File: src/rtl/mdu_pkg.sv
// mdu_pkg: shared definitions for the multiply/divide sequencer.
//   - op codes presented on mdu_seq.op
//   - FSM state type
//   - default operand width
package mdu_pkg;

  localparam int unsigned DATA_W_DEFAULT = 32;

  localparam logic [2:0] OP_MULT  = 3'b000;
  localparam logic [2:0] OP_MULTU = 3'b001;
  localparam logic [2:0] OP_DIV   = 3'b010;
  localparam logic [2:0] OP_DIVU  = 3'b011;
  localparam logic [2:0] OP_MTHI  = 3'b100;
  localparam logic [2:0] OP_MTLO  = 3'b101;

  typedef enum logic [1:0] {
    S_IDLE,
    S_CALC,
    S_FIX
  } state_t;

  // True for the four ops that run the iterative loop.
  function automatic logic is_arith(input logic [2:0] op);
    return (op[2] == 1'b0);
  endfunction

  // Signed variants (MULT, DIV) have op[0] clear.
  function automatic logic is_signed_op(input logic [2:0] op);
    return (op[2] == 1'b0) && (op[0] == 1'b0);
  endfunction

endpackage

File: src/rtl/mdu_step.sv
// mdu_step: one combinational radix-2 iteration.
//   acc      in  2*DATA_W  working accumulator
//                multiply: {partial product, remaining multiplier bits}
//                divide:   {partial remainder, dividend/quotient bits}
//   opnd     in  DATA_W    multiplicand (multiply) or divisor (divide) magnitude
//   is_div   in  1         0 = shift-add multiply, 1 = restoring divide
//   acc_next out 2*DATA_W  accumulator after this iteration
module mdu_step
  import mdu_pkg::*;
#(
  parameter int unsigned DATA_W = DATA_W_DEFAULT
) (
  input  logic [2*DATA_W-1:0] acc,
  input  logic [DATA_W-1:0]   opnd,
  input  logic                is_div,
  output logic [2*DATA_W-1:0] acc_next
);

  logic [DATA_W:0]   sum;
  logic [DATA_W:0]   trial;
  logic [DATA_W-1:0] diff;

  always_comb begin
    // Multiply: the add carry becomes the top bit after the right shift.
    sum   = {1'b0, acc[2*DATA_W-1:DATA_W]} + (acc[0] ? {1'b0, opnd} : '0);
    // Divide: shifted remainder needs one extra bit before the compare;
    // when it is >= divisor the difference always fits in DATA_W bits.
    trial = acc[2*DATA_W-1:DATA_W-1];
    diff  = trial[DATA_W-1:0] - opnd;
    if (is_div) begin
      if (trial >= {1'b0, opnd}) begin
        acc_next = {diff, acc[DATA_W-2:0], 1'b1};
      end else begin
        acc_next = {trial[DATA_W-1:0], acc[DATA_W-2:0], 1'b0};
      end
    end else begin
      acc_next = {sum, acc[DATA_W-1:1]};
    end
  end

endmodule

File: src/rtl/mdu_seq.sv
// mdu_seq: iterative multiply/divide sequencer owning the HI/LO pair.
//   clk      in  1       core clock, rising edge
//   reset_n  in  1       asynchronous active-low reset
//   start    in  1       issue strobe, ignored while busy
//   op       in  3       MULT/MULTU/DIV/DIVU/MTHI/MTLO, 11x = no-op
//   in_1     in  DATA_W  rs operand (multiplicand/dividend, MTHI/MTLO data)
//   in_2     in  DATA_W  rt operand (multiplier/divisor)
//   busy     out 1       high while an operation is in CALC or FIX
//   done     out 1       one-cycle pulse in the first IDLE cycle after FIX
//   hi       out DATA_W  HI register (product high / remainder)
//   lo       out DATA_W  LO register (product low / quotient)
module mdu_seq
  import mdu_pkg::*;
#(
  parameter int unsigned DATA_W = DATA_W_DEFAULT,
  parameter int unsigned CNT_W  = 6
) (
  input  logic              clk,
  input  logic              reset_n,
  input  logic              start,
  input  logic [2:0]        op,
  input  logic [DATA_W-1:0] in_1,
  input  logic [DATA_W-1:0] in_2,
  output logic              busy,
  output logic              done,
  output logic [DATA_W-1:0] hi,
  output logic [DATA_W-1:0] lo
);

  state_t              state;
  logic [CNT_W-1:0]    cnt;
  logic [2*DATA_W-1:0] acc;
  logic [2*DATA_W-1:0] acc_next;
  logic [DATA_W-1:0]   opnd;
  logic [DATA_W-1:0]   raw_1;
  logic                is_div;
  logic                neg_res;
  logic                neg_rem;
  logic                div0;

  logic                sgn;
  logic [DATA_W-1:0]   mag_1;
  logic [DATA_W-1:0]   mag_2;
  logic [2*DATA_W-1:0] prod;
  logic [DATA_W-1:0]   quot;
  logic [DATA_W-1:0]   rem;
  logic [DATA_W-1:0]   fix_hi;
  logic [DATA_W-1:0]   fix_lo;

  mdu_step #(.DATA_W(DATA_W)) u_step (
    .acc      (acc),
    .opnd     (opnd),
    .is_div   (is_div),
    .acc_next (acc_next)
  );

  // Operand magnitudes; the most negative value maps onto itself, which is
  // the correct unsigned magnitude.
  always_comb begin
    sgn   = is_signed_op(op);
    mag_1 = (sgn && in_1[DATA_W-1]) ? -in_1 : in_1;
    mag_2 = (sgn && in_2[DATA_W-1]) ? -in_2 : in_2;
  end

  always_comb begin
    prod   = neg_res ? -acc : acc;
    quot   = neg_res ? -acc[DATA_W-1:0] : acc[DATA_W-1:0];
    rem    = neg_rem ? -acc[2*DATA_W-1:DATA_W] : acc[2*DATA_W-1:DATA_W];
    fix_hi = prod[2*DATA_W-1:DATA_W];
    fix_lo = prod[DATA_W-1:0];
    if (is_div) begin
      if (div0) begin
        fix_hi = raw_1;
        fix_lo = '1;
      end else begin
        fix_hi = rem;
        fix_lo = quot;
      end
    end
  end

  always_ff @(posedge clk or negedge reset_n) begin
    if (!reset_n) begin
      state   <= S_IDLE;
      cnt     <= '0;
      acc     <= '0;
      opnd    <= '0;
      raw_1   <= '0;
      is_div  <= 1'b0;
      neg_res <= 1'b0;
      neg_rem <= 1'b0;
      div0    <= 1'b0;
      busy    <= 1'b0;
      done    <= 1'b0;
      hi      <= '0;
      lo      <= '0;
    end else begin
      done <= 1'b0;
      unique case (state)
        S_IDLE: begin
          if (start) begin
            if (is_arith(op)) begin
              // Multiply keeps the multiplier in the low half and adds the
              // multiplicand; divide keeps the dividend low and subtracts.
              if (op[1]) begin
                acc  <= {{DATA_W{1'b0}}, mag_1};
                opnd <= mag_2;
              end else begin
                acc  <= {{DATA_W{1'b0}}, mag_2};
                opnd <= mag_1;
              end
              is_div  <= op[1];
              neg_res <= sgn && (in_1[DATA_W-1] ^ in_2[DATA_W-1]);
              neg_rem <= sgn && in_1[DATA_W-1];
              div0    <= op[1] && (in_2 == '0);
              raw_1   <= in_1;
              cnt     <= '0;
              state   <= S_CALC;
              busy    <= 1'b1;
            end else if (op == OP_MTHI) begin
              hi <= in_1;
            end else if (op == OP_MTLO) begin
              lo <= in_1;
            end
          end
        end
        S_CALC: begin
          acc <= acc_next;
          cnt <= cnt + 1'b1;
          if (cnt == CNT_W'(DATA_W - 1)) begin
            state <= S_FIX;
          end
        end
        S_FIX: begin
          hi    <= fix_hi;
          lo    <= fix_lo;
          state <= S_IDLE;
          busy  <= 1'b0;
          done  <= 1'b1;
        end
        default: begin
          state <= S_IDLE;
          busy  <= 1'b0;
        end
      endcase
    end
  end

endmodule

File: config.mk
export PLATFORM = sky130hd
export DESIGN_NAME = mdu_seq
export DESIGN_NICKNAME = d
export VERILOG_FILES = /design/src/rtl/mdu_pkg.sv /design/src/rtl/mdu_step.sv /design/src/rtl/mdu_seq.sv
export SDC_FILE = /design/constraint.sdc
export NUM_CORES = 1
export LEC_CHECK = 0
export BUFFER_PORTS_ARGS = -buffer_cell sky130_fd_sc_hd__buf_2
export CORE_MARGIN = 2
export CORE_UTILIZATION = 41
export DETAILED_ROUTE_END_ITERATION = 10
export PLACE_DENSITY = 0.63
export REMOVE_ABC_BUFFERS = 1
export SLEW_MARGIN = 25
export SYNTH_ARGS = -nofsm -noshare
export SYNTH_HDL_FRONTEND = slang
export SYNTH_HIERARCHICAL = 1
export SYNTH_SLANG_ARGS = --single-unit
File: constraint.sdc
create_clock -name clk -period 5.1 [get_ports clk]
set_clock_uncertainty 0.15 [all_clocks]
set_input_delay 1.02 -clock clk [delete_from_list [all_inputs] [get_ports clk]]
set_output_delay 1.02 -clock clk [all_outputs]
set_load 0.01 [all_outputs]
Word-level counts from Yosys, hierarchy flattened
Index checks and enable logic that the tools add are counted.
{"block": "totals", "latchBits": 0, "inputBits": 70, "memories": 0, "rom_bits": 0, "register_bits": 206, "output_inout_bits": 66, "ram_bits": 0}
{"block": "classes", "n_mul": 0, "n_lt_le_gt_ge": 1, "shifts": 0, "reduce_logical": 15, "div_mod_pow": 0, "add_sub_neg": 8, "n_mux": 37, "n_eq_ne": 12, "n_bitwise": 4}
{"cell": "2-to-1 mux 32 bit", "n": 18}
{"cell": "2-to-1 mux 64 bit", "n": 5}
{"cell": "negator 32 bit", "n": 4}
{"cell": "one-hot mux 32 bit (2 select lines)", "n": 2}
{"cell": "one-hot mux 64 bit (2 select lines)", "n": 1}
{"cell": "negator 64 bit", "n": 1}
{"cell": "adder 32 x 33 -> 33 bit", "n": 1}
{"cell": "greater-or-equal comparator 33 x 32 -> 1 bit", "n": 1}
{"cell": "logical NOT 32 bit", "n": 1}
{"cell": "subtractor 32 bit", "n": 1}
{"cell": "inequality test 2 bit, second input constant", "n": 7}
{"cell": "2-to-1 mux 6 bit", "n": 2}
{"cell": "one-hot mux 6 bit (2 select lines)", "n": 1}
{"cell": "AND reduction 3 bit", "n": 4}
{"cell": "adder 6 x 1 -> 6 bit, second input constant", "n": 1}
{"cell": "== test 3 bit, second input constant", "n": 2}
{"cell": "== test 6 x 5 -> 1 bit, second input constant", "n": 1}
{"cell": "2-to-1 mux 2 bit", "n": 3}
{"cell": "logical AND 1 bit", "n": 5}
{"cell": "AND reduction 5 bit", "n": 1}
{"cell": "one-hot mux 2 bit (2 select lines)", "n": 1}
{"cell": "AND reduction 4 bit", "n": 1}
{"cell": "nonzero test 2 bit", "n": 2}
{"cell": "2-to-1 mux 1 bit", "n": 3}
{"cell": "6 further kinds", "n": 8}

Logic depth before layout (Yosys ltp)
Gate-level depths: netlist of the first run.
{"block": "depth", "ltp_word": 8, "ltp_mapped": 15, "ltp_nobuf": 15}

By module
Netlist of the first run, hierarchy kept.
{"mod": "mdu_seq", "seq_area_each_um2": 5154.9, "instances": 1, "area_each_um2": 13125.1, "cells_each": 1619}
{"mod": "mdu_step", "seq_area_each_um2": 0.0, "instances": 1, "area_each_um2": 4698.3, "cells_each": 671}

Worst setup path before layout of the first run
No wires, ideal clock.
{"block": "synth_timing", "path_kind": "reg-to-reg", "startpoint": "register acc[0]", "endpoint": "register acc[59]", "arrival_time_ps": 3382, "required_time_ps": 4817, "setup_time_ps": 133, "path_slack_ps": 1436, "synth_period_minus_slack_ps": 3664, "path_buffers": 1, "stages_incl_launch_ff": 16, "path_cell_list": "dfrtp_1 clkbuf_1 and2_1 ha_1 fa_1 a21o_1 a211oi_2 and4bb_1 o211ai_2 a211oi_2 o211ai_2 or4b_1 and4_1 a221o_1 nand2_1 o31ai_1"}
{"block": "synth_between", "elab_chain_len": 4}
{"element": "from (decl)", "line_no": "mdu_seq.sv:32", "text": "logic [2*DATA_W-1:0] acc;"}
{"element": "from (signal assigned)", "line_no": "mdu_seq.sv:106", "text": "acc <= {{DATA_W{1'b0}}, mag_1};"}
{"element": "from (signal assigned)", "line_no": "mdu_seq.sv:109", "text": "acc <= {{DATA_W{1'b0}}, mag_2};"}
{"element": "from (signal assigned)", "line_no": "mdu_seq.sv:128", "text": "acc <= acc_next;"}
{"element": "2-to-1 mux 32 bit", "line_no": "mdu_step.sv:25", "text": "sum = {1'b0, acc[2*DATA_W-1:DATA_W]} + (acc[0] ? {1'b0, opnd} : '0);"}
{"element": "adder 32 x 33 -> 33 bit", "line_no": "mdu_step.sv:25"}
{"element": "2-to-1 mux 64 bit", "line_no": "mdu_step.sv:30", "text": "if (is_div) begin"}
{"element": "named net acc_next[59]", "line_no": "mdu_seq.sv:33", "text": "logic [2*DATA_W-1:0] acc_next;"}
{"element": "one-hot mux 64 bit (2 select lines)", "line_no": "mdu_seq.sv:99", "text": "unique case (state)"}
The timed path passes the listed nets, and every way through them passes these cells.
A chain may end at the register's enable or synchronous reset.

Worst setup path after layout of the first run
{"block": "layout_timing", "startpoint": "register acc[0]", "endpoint": "register acc[62]"}
The elaborated chain is that of the path after synthesis.

==> impl_metrics.env, run 1 <==
export IMPL_outcome="completed"
export IMPL_drcViolationCount=0
export IMPL_cts_resized_gates=0
export IMPL_synth_top_cell_area_share_pct=28.9
export IMPL_ys_ff_latch=206
export IMPL_crit_chain="buf_4 -> and2_1 -> ha_1 -> and3_1 -> o21a_1 -> a21oi_1 -> a211oi_1 -> a31oi_1 -> o31ai_1 -> mux2_2 -> a211o_1 -> o21ai_0 -> nand2_1 -> nand2_1"
export IMPL_cts_root_buf="clkbuf_16"
export IMPL_antenna_left=0
export IMPL_dr_pass1_iters=6
export IMPL_io_buffer_count=135
export IMPL_setup_tns_ns=0
export IMPL_vias_per_cell=6.36
export IMPL_routedWlPerCell_um=23.7
export IMPL_grt_first_pass_wirelength_mm=107
export IMPL_finalCritPeriodShare_pct=81.9
export IMPL_tightest_slew_ns=0.953
export IMPL_cts_sinks=206
export IMPL_fp_dieH_um=213
export IMPL_syn_area_mm2=0.0178
export IMPL_setup_viol=0
export IMPL_grt_pass1_vias=18100
export IMPL_core_rowCount=76
export IMPL_routed_via_count=18700
export IMPL_relSlewSlack_pct=36.3
export IMPL_pwr_density_cell_mw_per_mm2=632
export IMPL_die_area_mm2=0.0452
export IMPL_fin_crit_ns=4.18
export IMPL_yosys_area_top_type="dfrtp_1"
export IMPL_rsz0062_at_grt="false"
export IMPL_syn2layout_area_growth_pct=11.8
export IMPL_fillCellCount=4431
export IMPL_cap_violations=0
export IMPL_drt_iter0_markers=2378
export IMPL_holdCritPathClass="reg -> reg"
export IMPL_critPathMaxStageDelay_ns=0.59
export IMPL_routed_wl_mm=69.6
export IMPL_yosys_cell_count_top_type="nand2_1"
export IMPL_seq_area_frac_synth_pct=28.9
export IMPL_crit_path_frequent_cell="nand2_1"
export IMPL_coreArea_mm2=0.0430
export IMPL_clock_latency_ns=0.57
export IMPL_maxSlewViolCount=0
export IMPL_ios=136
export IMPL_htreeDepth=1
export IMPL_cts_buffer_depth=3
export IMPL_critPathCaptureType="register"
export IMPL_crit_required_ns=5.45
export IMPL_max_freq_ghz=0.239
export IMPL_final_nets=2471
export IMPL_layout_drive_gt1_share_pct=13.3
export IMPL_grt_usage_pct=30.7
export IMPL_cts_setup_buffers=0
export IMPL_grt_overflow=0
export IMPL_power_mw=12.6
export IMPL_yosys_top_cells_count="318 x nand2_1, 206 x dfrtp_1, 172 x o21ai_0"
export IMPL_worst_path_max_delay_cell="a211oi_1"
export IMPL_synthTopCellsByArea="dfrtp_1 29%, nand2_1 6.7%, xnor2_1 5.0%, ha_1 4.8%, o21ai_0 4.8%"
export IMPL_cts_buffers=26
export IMPL_yosys_warnings=6
export IMPL_hold_buffers=0
export IMPL_grt_max_degree=111
export IMPL_crit_fanout=27
export IMPL_cts_clk_slew_worst_paths_ns=0.06
export IMPL_leakage_nw=8.76
export IMPL_crit_type="reg -> reg"
export IMPL_dp_final_hpwl_mm=50.1
export IMPL_syn_area_per_cell_um2=7.78
export IMPL_synth_edff_count=0
export IMPL_syn_inst=2290
export IMPL_die_w_um=213
export IMPL_worstPathArrival_ns=4.52
export IMPL_cts_tree="yes"
export IMPL_cp_start_kind="register"
export IMPL_gp_congestion=0.960
export IMPL_ir_drop_mv=0.318
export IMPL_holdWs_ns=0.326
export IMPL_start_util_pct=41.5
export IMPL_synth_ff_type="dfrtp_1"
export IMPL_finalHoldViolations=0
export IMPL_ys_async_sr_fraction_pct=100
export IMPL_netlist_cell_type_count=86
export IMPL_antenna_found_initial=1
[final cells by class]
cell class	count	area, µm²	area share [%]
Tap cell	585	732	3.67
Antenna cell	1	2.50	0.0126
Clock buffer	35	726	3.64
Inverter	75	282	1.41
Multi-Input combinational cell	1837	11800	59.0
Clock inverter	13	173	0.867
Timing Repair Buffer	184	1090	5.45
Sequential cell	206	5160	25.9
[cell usage in the layout (no fill, tap or decap), types with 9 or more instances in the layout]
cell type	netlist	routed
nand2_1	318	316
dfrtp_1	206	205
o21ai_0	172	172
a21oi_1	158	158
nor2_1	157	156
buf_2	3	134
xnor2_1	101	101
inv_1	74	73
ha_1	69	69
nand3_1	66	66
xor2_1	58	58
mux2i_1	47	47
buf_4	2	47
nor3_1	41	41
and2_1	41	41
a21o_1	39	39
mux2_2	37	37
o22ai_1	37	37
o31ai_1	36	36
or3_1	36	36
a31oi_1	36	36
and3_1	33	33
o221ai_1	29	29
nor4_1	28	28
clkbuf_16	0	27
or4_1	21	21
o41ai_1	20	20
a221oi_1	16	16
nand4_1	15	15
a22oi_1	15	15
o21a_1	14	14
a211oi_1	13	13
o211ai_1	13	13
nand2b_1	14	12
a221o_1	11	11
or2_2	10	10
nor2b_1	10	9
[critical path: cells and delay by family (launching register included)]
family / cells / cell delay, ns
adders and majority gates: 1 / 0.36
DFF: 1 / 0.56
buffers and inverters: 1 / 0.33
and+or+nand+nor: 4 / 0.54
AOI/OAI and AO/OA: 7 / 1.77
muxes: 1 / 0.38
[path summary, 6_finish.rpt]
check | start | endpoint | slack [ns] | depth (start not counted)
worst max-delay path | acc[0] | acc[62] | 0.92 | 14
worst min-delay path | lo[21] | lo[21] | 0.33 | 1
worst max register to register | acc[0] | acc[62] | 0.92 | 14
worst min register to register | lo[21] | lo[21] | 0.33 | 1
max in group asynchronous | reset_n | lo[7] | 3.33 | 2
min in group asynchronous | reset_n | state[0] | 0.39 | 1
[power breakdown]
group	internal, mW	leakage, nW	switching (mW)
Clock	1.20	0.446	0.807
Sequential	2.23	2.50	0.928
Combinational	3.07	5.81	4.36
Total	6.50	8.76	6.10
[through the flow]
step                      instances  setup slack [ns]  instance area [µm²]  utilization, %
after global placement         2886             0.879                19000            44.2
after CTS                      2934             0.968                19900            46.3
final                          2936             0.924                19900            46.3
after floorplan                2118             -2.58                17200               -
after detailed placement       2886             0.857                19000            44.2
after global routing           2935             0.748                19900            46.3
[cells by family after synthesis]
logic type / count (synthesis) / synth area share [%]
xor+xnor: 159 / 7.81
mux: 84 / 4.98
buf+inv: 247 / 5.36
fa+ha+maj: 71 / 5.07
compound gates: 689 / 25.1
flops: 206 / 28.9
simple gates: 834 / 22.7
[routing by layer]
metal  global-route usage [%]  up-vias  share of wire, %
li1                         -     8435                 -
met1                     41.4     9026                42
met2                     48.3     1023                45
met3                     4.48      198               8.5
met4                     14.9        0               5.0
met5                        0        -                 0
[flip-flops by register name, indices dropped and copies added, names as in the netlist, 2 cells and up]
signal and flops:
acc 64, hi 32, lo 32, opnd 32, raw_1 32, cnt 6, state 2
(Power assumes the default switching activity.)
==> run 2, diff against run 1 <==
- PLACE_DENSITY: 0.63 -> 0.65
- clock period: 5.1 -> 3.4 ns (I/O delays scaled with it)
==> impl_metrics.env, run 2 (synthesis gave the netlist of run 1 again) <==
export IMPL_cp_start_kind="register"
export IMPL_dp_final_hpwl_mm=53.7
export IMPL_regMostFlops="acc"
export IMPL_grt_overflow=0
export IMPL_finalCritPeriodShare_pct=108
export IMPL_die_w_um=213
export IMPL_holdWs_ns=0.243
export IMPL_leakage_nw=10.1
export IMPL_max_freq_ghz=0.274
export IMPL_layout_common_cells="317 x nand2_1, 285 x buf_4, 204 x dfrtp_1"
export IMPL_topRoutingLayerUsed="met5"
export IMPL_dr_pass1_iters=8
export IMPL_clock_latency_ns=0.57
export IMPL_finalHoldViolations=0
export IMPL_layout_drive_gt1_share_pct=25.2
export IMPL_grt_first_pass_wirelength_mm=111
export IMPL_vias_per_cell=6.19
export IMPL_coreArea_mm2=0.0430
export IMPL_violations="setup timing"
export IMPL_crit_fanout=4
export IMPL_io_buffer_count=135
export IMPL_htreeDepth=1
export IMPL_cap_violations=0
export IMPL_relSlewSlack_pct=41.4
export IMPL_cts_tree="yes"
export IMPL_crit_required_ns=3.68
export IMPL_pwr_density_cell_mw_per_mm2=983
export IMPL_die_area_mm2=0.0452
export IMPL_preCtsSetupSlack_ns=-0.346
export IMPL_ir_drop_mv=0.351
export IMPL_ios=136
export IMPL_met2_length_mm=32.9
export IMPL_crit_type="reg -> reg"
export IMPL_final_nets=2727
export IMPL_outcome="complete, but fails checks"
export IMPL_syn2layout_area_growth_pct=26.8
export IMPL_timing_final_ws_setup_ns=-0.256
export IMPL_regArea_mm2=0.00516
export IMPL_maxSlewViolCount=0
export IMPL_final_common_cell="nand2_1"
export IMPL_core_rowCount=76
export IMPL_largest_register_ffs=64
export IMPL_antenna_left=0
export IMPL_routed_via_count=19800
export IMPL_cts_clk_slew_worst_paths_ns=0.06
export IMPL_start_util_pct=41.5
export IMPL_cts_buffer_depth=3
export IMPL_setup_viol=7
export IMPL_fin_crit_ns=3.66
export IMPL_holdCritPathClass="in -> reg"
export IMPL_routed_wl_mm=72.9
export IMPL_dr_wl_met3_mm=6.16
export IMPL_cts_buffers=26
export IMPL_antenna_found_initial=3
export IMPL_gp_congestion=0.980
export IMPL_drt_iter0_markers=2150
export IMPL_wl_met1_mm=30.2
export IMPL_rsz0062_at_grt="true"
export IMPL_grt_usage_pct=31.7
export IMPL_fillCellCount=4115
export IMPL_cts_root_buf="clkbuf_16"
export IMPL_tightest_slew_ns=0.871
export IMPL_critPathCaptureType="register"
export IMPL_worstPathArrival_ns=3.94
export IMPL_cts_sinks=206
export IMPL_grt_pass1_vias=19100
export IMPL_grt_max_degree=73
export IMPL_power_mw=22.2
export IMPL_fp_dieH_um=213
export IMPL_drcViolationCount=0
export IMPL_routedWlPerCell_um=22.8
export IMPL_setup_tns_ns=-0.844
export IMPL_multi_input_area_mm2=0.0124
-- run 2: cell types whose count changed in the layout (fill, tap and decap cells not counted), sizes merged --
cell / delta
dlygate4sd3: +1
clkinv: -2
diode: +2
inv: +1
clkinvlp: +5
bufinv: -2
clkbuf: -3
buf: +255
-- run 2: report_power, final --
group          total (mW)  leakage, nW  internal [mW]  switching (mW)
Clock                2.91        0.424           1.68            1.23
Sequential           4.49         2.50           3.35            1.14
Combinational        14.8         7.18           6.89            7.95
-- run 2: what timing repair did --
item | CTS | global route
endpoints found under the hold margin | 66 | 0
hold buffers | 1 | 0
setup buffers | 16 | 20
gates resized for setup | 57 | 79
setup endpoints to repair | 15 | 32
pin swaps | 25 | 44
-- run 2: worst paths after layout --
check / slack, ns / endpoint / from / cells past startpoint
max reg2reg: -0.26 / acc[59] / acc[0] / 14
max: -0.26 / acc[59] / acc[0] / 14
min in group asynchronous: 0.52 / acc[24] / reset_n / 2
min reg2reg: 0.33 / raw_1[16] / raw_1[16] / 2
min: 0.24 / raw_1[29] / in_1[29] / 3
max in group asynchronous: 1.75 / raw_1[6] / reset_n / 3
-- run 2: area by class of cell --
class,count,share of cell area (%)
inverters,75,1.26
well taps,585,3.24
multi-input cells,1837,55.0
flip-flops and latches,206,22.8
clock inverters,15,0.625
repair buffers,440,13.8
clock buffers,32,3.25
diodes,3,0.0332
-- run 2: critical path, cell delays in order (launching register included) --
cell	delay (ns)
dfrtp_1	0.42
and2_4	0.17
ha_4	0.16
fa_2	0.34
a21o_1	0.19
a211oi_2	0.22
and4bb_2	0.31
o211ai_4	0.23
a211oi_4	0.12
o211ai_2	0.16
or4b_1	0.43
and4_1	0.21
a221o_1	0.26
nand2_1	0.08
o31ai_2	0.08
-- run 2: layer usage --
layer	track usage, %	vias to the layer above
li1	-	8946
met1	42.5	9508
met2	51.3	1089
met3	4.31	233
met4	13.6	2
met5	0	-
-- run 2: stage by stage --
| stage | util [%] | instances | cell area (µm²) |
|---|---|---|---|
| after floorplan | - | 2118 | 17200 |
| after global placement | 48.2 | 3108 | 20700 |
| after detailed placement | 48.2 | 3108 | 20700 |
| after CTS | 51.3 | 3172 | 22000 |
| after global routing | 52.6 | 3190 | 22600 |
| final | 52.6 | 3193 | 22600 |
==> run 3, diff against run 2 <==
- CTS_CLUSTER_DIAMETER: not set -> 60
- SETUP_SLACK_MARGIN: not set -> 0.5
==> impl_metrics.env, run 3 (synthesis gave the netlist of run 1 again) <==
export IMPL_violations="setup timing"
export IMPL_timing_final_ws_setup_ns=-0.269
export IMPL_cts_sinks=206
export IMPL_drcViolationCount=0
export IMPL_final_common_cell="nand2_1"
export IMPL_cts_tree="yes"
export IMPL_grt_pass1_vias=19500
export IMPL_antenna_found_initial=1
export IMPL_clock_latency_ns=0.57
export IMPL_fp_dieH_um=213
export IMPL_crit_required_ns=3.67
export IMPL_regMostFlops="acc"
export IMPL_holdCritPathClass="in -> reg"
export IMPL_reg2reg_depth=14
export IMPL_dr_pass1_iters=6
export IMPL_critPathMaxStageDelay_ns=0.43
export IMPL_cap_violations=0
export IMPL_crit_type="reg -> reg"
export IMPL_leakage_nw=10.6
export IMPL_multi_input_area_mm2=0.0132
export IMPL_coreArea_mm2=0.0430
export IMPL_cts_buffer_depth=3
export IMPL_path_delay_family="compound AO/OA/AOI/OAI gates"
export IMPL_grt_first_pass_wirelength_mm=113
export IMPL_critPathCaptureType="register"
export IMPL_setup_viol=8
export IMPL_ios=136
export IMPL_ir_drop_mv=0.386
export IMPL_finalCritPeriodShare_pct=108
export IMPL_routed_wl_mm=74.8
export IMPL_cp_start_kind="register"
export IMPL_die_w_um=213
export IMPL_pwr_density_cell_mw_per_mm2=1000
export IMPL_routedWlPerCell_um=23.2
export IMPL_htreeDepth=1
export IMPL_fin_cells=3229
export IMPL_antenna_cells=0
export IMPL_cp_num_cells=14
export IMPL_tightest_slew_ns=0.813
export IMPL_whs_path_depth=3
export IMPL_grt_max_degree=73
export IMPL_regArea_mm2=0.00517
export IMPL_io_buffer_count=135
export IMPL_cts_buffers=28
export IMPL_fin_util_pct=55.7
export IMPL_maxSlewViolCount=0
export IMPL_core_rowCount=76
export IMPL_worst_path_max_delay_cell="or4b_1"
export IMPL_layout_drive_gt1_share_pct=29.9
export IMPL_relSlewSlack_pct=45.3
export IMPL_grt_usage_pct=32.3
export IMPL_antenna_left=0
export IMPL_fillCellCount=3918
export IMPL_place_inst=3108
export IMPL_final_nets=2764
export IMPL_dp_final_hpwl_mm=53.7
export IMPL_layout_common_cells="313 x nand2_1, 286 x buf_4, 195 x dfrtp_1"
export IMPL_cts_root_buf="clkbuf_16"
export IMPL_die_area_mm2=0.0452
export IMPL_syn2layout_area_growth_pct=34.3
export IMPL_crit_chain="and2_4 -> ha_4 -> fa_2 -> a21o_1 -> a211oi_2 -> and4bb_2 -> o211ai_4 -> a211oi_4 -> o211ai_2 -> or4b_1 -> and4_1 -> a221o_1 -> nand2_1 -> o31ai_1"
export IMPL_finalHoldViolations=0
export IMPL_routed_via_count=20100
export IMPL_start_util_pct=41.5
export IMPL_crit_fanout=4
export IMPL_largest_register_ffs=64
export IMPL_drt_iter0_markers=2315
export IMPL_worstPathArrival_ns=3.94
export IMPL_cts_clk_slew_worst_paths_ns=0.06
export IMPL_outcome="complete, but fails checks"
export IMPL_grt_overflow=0
export IMPL_max_freq_ghz=0.273
export IMPL_rsz0062_at_grt="true"
export IMPL_gp_congestion=0.980
export IMPL_fin_crit_ns=3.67
export IMPL_vias_per_cell=6.23
export IMPL_cp_buffers_inverters=0
-- run 3: cell count changes in the layout (fill, tap and decap cells not counted), sizes merged --
cell	before	now
buf	439	474
clkbuf	32	36
diode	3	0
clkinv	8	6
inv	75	77
-- run 3: final timing paths --
kind                          start        end  slack [ns]
max                          acc[0]    acc[59]       -0.27
min                        in_1[29]  raw_1[29]        0.24
max reg2reg                  acc[0]    acc[59]       -0.27
min reg2reg                  lo[21]     lo[21]        0.33
max in group asynchronous   reset_n   opnd[16]        1.73
min in group asynchronous   reset_n    acc[24]        0.50
-- run 3: through the flow --
step / TNS (ns) / instance area [µm²] / setup slack [ns] / hold WS [ns] / power (mW)
2_1_floorplan: -258.09 / 17200 / -3.94 / 0.234 / 12.1
4_1_cts: -0.380 / 23100 / -0.233 / 0.228 / 22.4
5_1_grt: -2.55 / 23900 / -0.382 / 0.259 / 25.4
3_3_place_gp: -1.52 / 20700 / -0.324 / 0.302 / 17.2
3_5_place_dp: -2.15 / 20700 / -0.346 / 0.311 / 17.4
6_report: -0.937 / 23900 / -0.269 / 0.240 / 24.0
-- run 3: power by group --
group          leakage (nW)  total, mW  internal (mW)  switching (mW)
Clock                 0.467       3.12           1.85            1.27
Sequential             2.49       4.55           3.36            1.20
Combinational          7.63       16.4           7.76            8.60
-- run 3: what timing repair did --
action                     4_1_cts  5_1_grt
setup endpoints to repair       65       72
resized for setup              209      121
hold buffers                     1        0
pin swaps                      108       91
buffers inserted                39       28
hold endpoints to repair        66        0
cloned                           2        0
-- run 3: worst register-to-register path: stages (launching register included) --
cell      delay [ns]
dfrtp_1         0.42
and2_4          0.17
ha_4            0.16
fa_2            0.34
a21o_1          0.19
a211oi_2        0.22
and4bb_2        0.31
o211ai_4        0.24
a211oi_4        0.12
o211ai_2        0.16
or4b_1          0.43
and4_1          0.21
a221o_1         0.26
nand2_1         0.07
o31ai_1         0.09
-- run 3: final cells by class --
cell class | instances | share of cell area (%)
Timing Repair Buffer | 475 | 15.0
Clock buffer | 36 | 3.39
Sequential cell | 206 | 21.6
Clock inverter | 15 | 0.674
Tap cell | 585 | 3.06
Multi-Input combinational cell | 1837 | 55.0
Inverter | 75 | 1.21
-- run 3: routing by layer --
metal,up-vias,part of all wire [%],global-route usage (%),routed length (µm)
met4,2,4.9,14.3,3690
li1,9026,-,-,-
met2,1137,46,52.3,34100
met5,-,0.016,0,12
met1,9719,41,42.9,30600
met3,247,8.5,4.62,6360
